### config.mk
export PLATFORM = sky130hd
export DESIGN_NAME = imm_ext_pipe
export DESIGN_NICKNAME = d
export VERILOG_FILES = /design/src/rtl/ext_defs_pkg.sv /design/src/rtl/ext_pipe_reg.sv /design/src/rtl/imm_ext_pipe.sv
export SDC_FILE = /design/constraint.sdc
export NUM_CORES = 1
export LEC_CHECK = 0
export CAP_MARGIN = 20
export CORE_MARGIN = 5
export CORE_UTILIZATION = 30
export DETAILED_ROUTE_END_ITERATION = 10
export HOLD_SLACK_MARGIN = 0.05
export SYNTH_ARGS = -nofsm -noshare
export SYNTH_HDL_FRONTEND = slang
export SYNTH_SLANG_ARGS = --single-unit
### constraint.sdc
create_clock -name clk -period 2 [get_ports clk]
set_input_delay 0.4 -clock clk [delete_from_list [all_inputs] [get_ports clk]]
set_output_delay 0.4 -clock clk [all_outputs]
set_load 0.005 [all_outputs]
### src/rtl/ext_defs_pkg.sv
`default_nettype none
// ============================================================================
// Module      : ext_defs_pkg
// Description : Shared immediate-extension definitions: mode encodings and
//               default field widths used by decoder, control and extender.
// Revision    : 1.0 - initial release
// ============================================================================
package ext_defs_pkg;

    // Immediate extension modes selected by the decoder
    typedef enum logic [1:0] {
        EXT_MODE_SHAMT = 2'd0,
        EXT_MODE_IMM   = 2'd1,
        EXT_MODE_JMP   = 2'd2,
        EXT_MODE_UPPER = 2'd3
    } ext_mode_e;

    // Default datapath and field widths
    localparam int c_DEF_DATA_W = 32;
    localparam int c_DEF_W0     = 5;
    localparam int c_DEF_W1     = 14;
    localparam int c_DEF_W2     = 24;
    localparam int c_DEF_W3     = 16;

endpackage : ext_defs_pkg
`default_nettype wire

### src/rtl/ext_pipe_reg.sv
`default_nettype none
// ============================================================================
// Module      : ext_pipe_reg
// Description : One valid/ready register slice. Loads when empty or when the
//               downstream consumes the held word; holds otherwise.
// Revision    : 1.0 - initial release
// ============================================================================
module ext_pipe_reg #(
    parameter int WIDTH = 32
) (
    input  logic             clk,
    input  logic             reset,
    input  logic             flush,
    input  logic             in_valid,
    output logic             in_ready,
    input  logic [WIDTH-1:0] in_data,
    output logic             out_valid,
    input  logic             out_ready,
    output logic [WIDTH-1:0] out_data
);

    logic             r_valid;
    logic [WIDTH-1:0] r_data;
    logic             w_load;

    // Slot frees up when empty or when its word leaves this cycle
    assign w_load   = !r_valid || out_ready;
    // Refuse new words while the pipeline is being cleared
    assign in_ready = w_load && !flush && !reset;

    // Valid/data register: reset clears all, flush clears valid only
    always_ff @(posedge clk) begin
        if (reset) begin
            r_valid <= 1'b0;
            r_data  <= '0;
        end else if (flush) begin
            r_valid <= 1'b0;
        end else if (w_load) begin
            r_valid <= in_valid;
            if (in_valid) begin
                r_data <= in_data;
            end
        end
    end

    assign out_valid = r_valid;
    assign out_data  = r_data;

endmodule : ext_pipe_reg
`default_nettype wire

### src/rtl/imm_ext_pipe.sv
`default_nettype none
// ============================================================================
// Module      : imm_ext_pipe
// Description : Two-stage pipelined immediate extender. S1 captures the masked
//               field and its controls, S2 registers the sign/zero-extended or
//               upper-placed result.
// Revision    : 1.0 - initial release
// ============================================================================
module imm_ext_pipe
    import ext_defs_pkg::*;
#(
    parameter int DATA_W = c_DEF_DATA_W,
    parameter int W0     = c_DEF_W0,
    parameter int W1     = c_DEF_W1,
    parameter int W2     = c_DEF_W2,
    parameter int W3     = c_DEF_W3
) (
    input  logic              clk,
    input  logic              reset,
    input  logic              flush,
    input  logic              in_valid,
    output logic              in_ready,
    input  logic [DATA_W-1:0] in_data,
    input  logic              in_signop,
    input  logic [1:0]        in_exsrc,
    output logic              out_valid,
    input  logic              out_ready,
    output logic [DATA_W-1:0] out_data
);

    localparam int c_WW    = $clog2(DATA_W + 1);
    localparam int c_S1_W  = DATA_W + 2 + 1 + c_WW;
    localparam int c_UP_SH = DATA_W - W3;

    if (W0 < 1 || W0 > DATA_W || W1 < 1 || W1 > DATA_W ||
        W2 < 1 || W2 > DATA_W || W3 < 1 || W3 > DATA_W) begin : g_bad_param
        $error("imm_ext_pipe: field widths must lie in 1..DATA_W");
    end

    logic [c_WW-1:0]   w_sel_w;
    logic [DATA_W-1:0] w_field;
    logic              w_s1_valid;
    logic [c_S1_W-1:0] w_s1_data;
    logic              w_s2_ready;
    logic [DATA_W-1:0] w_s1_field;
    ext_mode_e         w_s1_mode;
    logic              w_s1_signop;
    logic [c_WW-1:0]   w_s1_w;
    logic              w_sbit;
    logic [DATA_W-1:0] w_ext;

    // Field width chosen by the incoming mode
    always_comb begin
        w_sel_w = c_WW'(W0);
        case (ext_mode_e'(in_exsrc))
            EXT_MODE_SHAMT: w_sel_w = c_WW'(W0);
            EXT_MODE_IMM:   w_sel_w = c_WW'(W1);
            EXT_MODE_JMP:   w_sel_w = c_WW'(W2);
            EXT_MODE_UPPER: w_sel_w = c_WW'(W3);
            default:        w_sel_w = c_WW'(W0);
        endcase
    end

    // Keep only the low field bits, zero above
    always_comb begin
        w_field = '0;
        for (int i = 0; i < DATA_W; i++) begin
            w_field[i] = in_data[i] && (i < int'(w_sel_w));
        end
    end

    ext_pipe_reg #(
        .WIDTH (c_S1_W)
    ) u_s1 (
        .clk       (clk),
        .reset     (reset),
        .flush     (flush),
        .in_valid  (in_valid),
        .in_ready  (in_ready),
        .in_data   ({w_field, in_exsrc, in_signop, w_sel_w}),
        .out_valid (w_s1_valid),
        .out_ready (w_s2_ready),
        .out_data  (w_s1_data)
    );

    assign w_s1_field  = w_s1_data[c_S1_W-1 -: DATA_W];
    assign w_s1_mode   = ext_mode_e'(w_s1_data[c_WW+2 : c_WW+1]);
    assign w_s1_signop = w_s1_data[c_WW];
    assign w_s1_w      = w_s1_data[c_WW-1:0];

    // Extension: fill above the field with its top bit or zero, or shift up
    always_comb begin
        w_sbit = 1'b0;
        w_ext  = '0;
        for (int i = 0; i < DATA_W; i++) begin
            if (int'(w_s1_w) == i + 1) begin
                w_sbit = w_s1_field[i];
            end
        end
        w_sbit = w_sbit && w_s1_signop;
        if (w_s1_mode == EXT_MODE_UPPER) begin
            w_ext = w_s1_field << c_UP_SH;
        end else begin
            for (int i = 0; i < DATA_W; i++) begin
                w_ext[i] = (i < int'(w_s1_w)) ? w_s1_field[i] : w_sbit;
            end
        end
    end

    ext_pipe_reg #(
        .WIDTH (DATA_W)
    ) u_s2 (
        .clk       (clk),
        .reset     (reset),
        .flush     (flush),
        .in_valid  (w_s1_valid),
        .in_ready  (w_s2_ready),
        .in_data   (w_ext),
        .out_valid (out_valid),
        .out_ready (out_ready),
        .out_data  (out_data)
    );

endmodule : imm_ext_pipe
`default_nettype wire

After elaboration in Yosys (flattened, before gate mapping)
Index checks and enable logic that the tools add are counted.
- register bits: 75
- bits in latches: 0
- memory bits (writable): 0
- memory bits (read-only): 0
- bits of input ports: 40
- output and inout port bits: 34
- memories kept: 0
- add/sub/neg operators: 0
- multipliers: 0
- div/mod/pow operators: 0
- magnitude comparators: 64
- equality and inequality tests: 36
- shifts and indexed selects: 0
- mux-type cells: 66
- bitwise operators: 1
- reductions and logical operators: 47
- operators with widths (operator ; number):
    $lt 5x6->1 const A ; 32
    $eq 6x6->1 const B ; 17
    $lt 4x6->1 const A ; 16
    $mux 1 ; 64
    $eq 6x5->1 const B ; 8
    $lt 3x6->1 const A ; 8
    $logic_and 1x1->1 ; 37
    $mux 32 ; 1
    $eq 6x4->1 const B ; 4
    $lt 1x6->1 const A ; 4
    $lt 2x6->1 const A ; 4
    $pmux 6 s4 ; 1
    $eq 6x3->1 const B ; 2
    $eq 2x2->1 const B ; 3
    $eq 6x2->1 const B ; 1
    $reduce_and 3->1 ; 2
    $logic_not 1->1 ; 4
    $eq 2x1->1 const B ; 1
    $logic_not 2->1 ; 1
    $logic_or 1x1->1 ; 2
    $reduce_or 2->1 ; 1
    $not 1->1 ; 1

Longest topological paths before layout
- depth in word-level cells: 36
- mapped depth: 11
- depth with buffers taken out: 8

Hierarchy
Synthesis repeated with hierarchy kept, for this count alone.
- cell total of the unflattened synthesis: 602
- area, all modules: 5195.0 sq um
- modules (own cells, without submodules) (module ; instances ; cells each ; area each (sq um) ; seq. area each (sq um)):
    ext_pipe_reg (u_s1) ; 1 ; 184 ; 1930.6 ; 840.8
    imm_ext_pipe ; 1 ; 273 ; 1744.2 ; 0.0
    ext_pipe_reg (u_s2) ; 1 ; 145 ; 1520.2 ; 660.6

Worst setup path before layout
Ideal clock, no wire load.
- kind: flip-flop to flip-flop
- from: register u_s1.r_data[1], in the netlist u_s1.out_data[1]
- to: register u_s2.r_data[1], in the netlist u_s2.out_data[1]
- library setup time: 0.084 ns
- arrival: 2.134 ns
- slack: -0.219 ns
- stages on the path, launching flop included: 11
- cell sequence: dfxtp_1 buf_6 or3_4 o21ai_2 o221ai_2 a31oi_1 o31ai_1 or3_1 buf_2 buf_6 o31ai_2
- longest elaborated chain between the ends: 36
- elaborated cells between the ends (all ways): 68
- classes of those cells: order compare (1); eq/ne (32); mux (34); reduce/logical (1)
- ends and longest elaborated chain (item ; line ; RTL):
    from (decl) ; ext_pipe_reg.sv:23 ; logic [WIDTH-1:0] r_data;
    from (signal assigned) ; ext_pipe_reg.sv:41 ; r_data <= in_data;
    $eq 6x2->1 ; imm_ext_pipe.sv:96 ; if (int'(w_s1_w) == i + 1) begin
    $mux 1 (32 in series) ; imm_ext_pipe.sv:96 ;
    $logic_and 1x1->1 ; imm_ext_pipe.sv:100 ; w_sbit = w_sbit && w_s1_signop;
    $mux 1 * ; imm_ext_pipe.sv:105 ; w_ext[i] = (i < int'(w_s1_w)) ? w_s1_field[i] : w_sbit;
    $mux 32 * ; imm_ext_pipe.sv:101 ; if (w_s1_mode == EXT_MODE_UPPER) begin
    to (signal assigned) ; ext_pipe_reg.sv:41 ;
    to (decl) ; ext_pipe_reg.sv:23 ;
Mark *: on every way between the ends. The rest lies on a longest branch, timed or not.
A chain may end at the register's enable or synchronous reset.

Final worst setup path
- from: register u_s1.r_data[0], in the netlist u_s1.out_data[0]
- to: register u_s2.r_data[24], in the netlist u_s2.out_data[24]
The elaborated chain is that of the path after synthesis.

==> results.toml <==
[worst_setup_path]
worstPathArrival_ns = 2.49
timing.critical_path.slowest_cell_delay_ns = 0.41
crit_cells = 8
worst_path_most_repeated_cell = "or3_4"
startpoint_type = "flop"
worstPathCellList = "or3_4, o21ai_4, o221ai_2, a31oi_2, o31ai_4, or3_4, buf_6, a31oi_1"
worst_ep_required_time_ns = 2.27
timing.critical_path.max_delay_family = "simple AND/OR/NAND/NOR gates"
critical_path_buf_inv_count = 1
reg2reg_slack_ns = -0.23
critical_path.slowest_cell = "or3_4"
critical_path_peak_fanout = 8
ff2ff_path_depth = 8
worst_setup_path_end_kind = "flop"
worst-setup-path-type = "flop to flop"

[clock_network]
clock-sinks = 73
cts_tree = "done"
h-tree-depth = 3
cts_max_path_bufs = 2
cts-buffers-inserted = 9
clock-root-buffer = "clkbuf_16"
cts.clk_slew.worst_paths_ns = 0.06
clock_latency_on_the_worst_skew_pair_ns = 0.34
post_cts_hold_buffer_count = 0

[detailed_routing]
drt-total-wl_mm = 14.3
detailedRoute.firstIterationViolations = 303
drcViolationCount = 0
first_pass_iters = 5
vias = 4203
antenna_left = 0
detail_route.wl_per_cell_um = 17.5
vias_per_inst = 5.14

[grt]
grt_antenna_before_repair = 0
first_global_vias = 4115
gr-total-overflow = 0
grt_use_total = 0.191
grt_start_max_net_pins = 42
grt_pass1_wl_mm = 22.3

[placed_design]
final_replace_weighted_congestion = 0.935
port_buffers = 71
dp.cells = 796
hpwlAfterDp_mm = 10.7

[synthesis]
synth_nets = 546
post_synth_instance_area_um2 = 3860
postSynthRegisterBits = 73
synth_area_per_cell_um2 = 7.74
yosys_warnings = 0
async_reset_ff_frac = 0
cell_count_after_synthesis = 499
ys_top_cells_by_area = "dfxtp_1 38%, a21oi_1 7.6%, nand2_1 7.0%, nand3_1 3.2%, nor2_1 3.2%"
synth.most_common_cell = "dfxtp_1"
synth_top_area_frac = 0.378
synth_ff_type = "dfxtp_1"
synthTopCellsByCount = "73 x dfxtp_1, 72 x nand2_1, 59 x a21oi_1"
seq_area_frac_synth = 0.378
synth_enable_flop_cells = 0
synth.lib_cells_used.distinct = 52
post-synth-top-area-cell = "dfxtp_1"

[min_path]
hold_class = "flop to flop"
timing.hold.worst_path_depth = 2

[sta]
timing_worst_slew_pin_value_ns = 0.681
hold_slack_ns = 0.469
worst_slack_ns = -0.227
timing.fmax_mhz = 449
worst_slew_margin_rel = 0.546
post_route_skew_ns = 0.00717
period_needed_ns = 2.23
maxSlewViolCount = 0
timing_hold_violations_final = 0
setup_repair_after_global_routing_missed_its_margin = "yes"
final-setup-viol-count = 31
final_min_period_over_clock_period = 1.11

[die]
top_level_i_o_count = 74
die_w_um = 123
floorplan.rows = 41
die_h_um = 123
fp.dieArea_um2 = 15200
floorplan.core_area_um2 = 12600
initial_core_util = 0.306

[finish]
drive_gt1_frac = 0.243
layout.core_utilization = 0.470
layout-area-overhead-vs-synth_pct = 53.6
final_net_count = 687
final.fill_count = 1282
seqCellArea_um2 = 1470
inserted_diodes = 0
non_filler_instances = 817
multi_input_comb_area_um2 = 2370

[status]
run_status = "complete, but fails checks"
violations = "negative setup slack"

[run]
max_cap_viol_count = 0

[pwr]
leakage_power_nw = 2.23
vdd_ir_drop_max_uv = 285
pwr_density_cell_nw_per_um2 = 600
through the flow:
step	instance area, um2	setup TNS [ns]	worst slack (ns)	total power, mW
global placement	5360	-14.78	-0.730	2.04
global route	5930	-8.16	-0.325	3.71
finish	5930	-4.69	-0.227	3.56
floorplan	3880	-3.11	-0.201	1.77
detailed placement	5360	-16.66	-0.764	2.05
CTS	5820	-5.46	-0.232	3.57
report_power, final:
group          total [mW]  leakage [nW]  switching (mW)  internal [mW]
clock                1.51         0.139           0.609          0.901
combinational       0.532          1.49           0.268          0.264
sequential           1.52         0.594          0.0311           1.49
total                3.56          2.23           0.909           2.65
worst min-delay path, cell delays in order, from the launching register on:
cell,delay [ns]
dfxtp_1,0.33
nand2_1,0.05
o21ai_0,0.06
timing repair:
item / 4_1_cts / 5_1_grt
setup buffers: 3 / 2
pin swaps: 14 / 28
cloned: 1 / 0
endpoints found under the hold margin: 0 / 0
endpoints found under the setup margin: 33 / 32
gates resized for setup: 35 / 20
cell families (layout without fill, tap and decap cells):
group                      after synthesis  in the layout  share of synthesized area
muxes                                    9              9                     0.0243
and+or+nand+nor                        205            205                      0.261
AOI/OAI and AO/OA                      152            152                      0.254
buffers and inverters                   53            199                     0.0596
adders and majority gates                7              7                     0.0227
DFF                                     73             73                      0.378
final timing paths:
check	start	end
max	u_s1.out_data[0]	u_s2.out_data[24]
min	u_s2.out_data[0]	u_s2.out_data[0]
max reg2reg	u_s1.out_data[0]	u_s2.out_data[24]
min reg2reg	u_s2.out_data[0]	u_s2.out_data[0]
area by class of cell:
class                      count  share of cell area
multi-input combinational    373               0.399
timing repair buffer         174               0.264
inverter                       9             0.00570
tap                          172              0.0363
sequential                    73               0.248
clock inverter                 3             0.00253
clock buffer                  13              0.0439
registers in the layout (all words and copies together), names as in the netlist:
signal	cells
u_s2.out_valid	1
u_s2.out_data	32
u_s1.out_data	39
u_s1.out_valid	1
layout by cell type, fill, tap and decap left out, types with 4 or more instances in the layout:
cell type         n
and3_1            6
ha_1              7
clkdlybuf4s50_1  69
nand3b_1         11
o31ai_1           7
nand2b_1          5
buf_6             8
mux2i_1           6
a22o_1            5
nor2_1           31
nand2_1          72
dfxtp_1          69
o21ai_0          18
nor3b_1           8
and3b_1           4
o21ai_2           4
a221o_1           6
nor2b_1          10
nor3_1           18
a32oi_1           4
a21oi_1          59
buf_4            90
nand3_1          25
inv_1             8
o22ai_1           4
a31oi_1           6
clkbuf_16         9
routing by layer:
metal	routed length, um	GRT usage	share of wire
met3	928	0.0320	0.065
met5	0	0	0
met1	6800	0.270	0.48
met2	6170	0.288	0.43
met4	383	0.0810	0.027
Note: power is estimated with default switching activity, not from simulation.
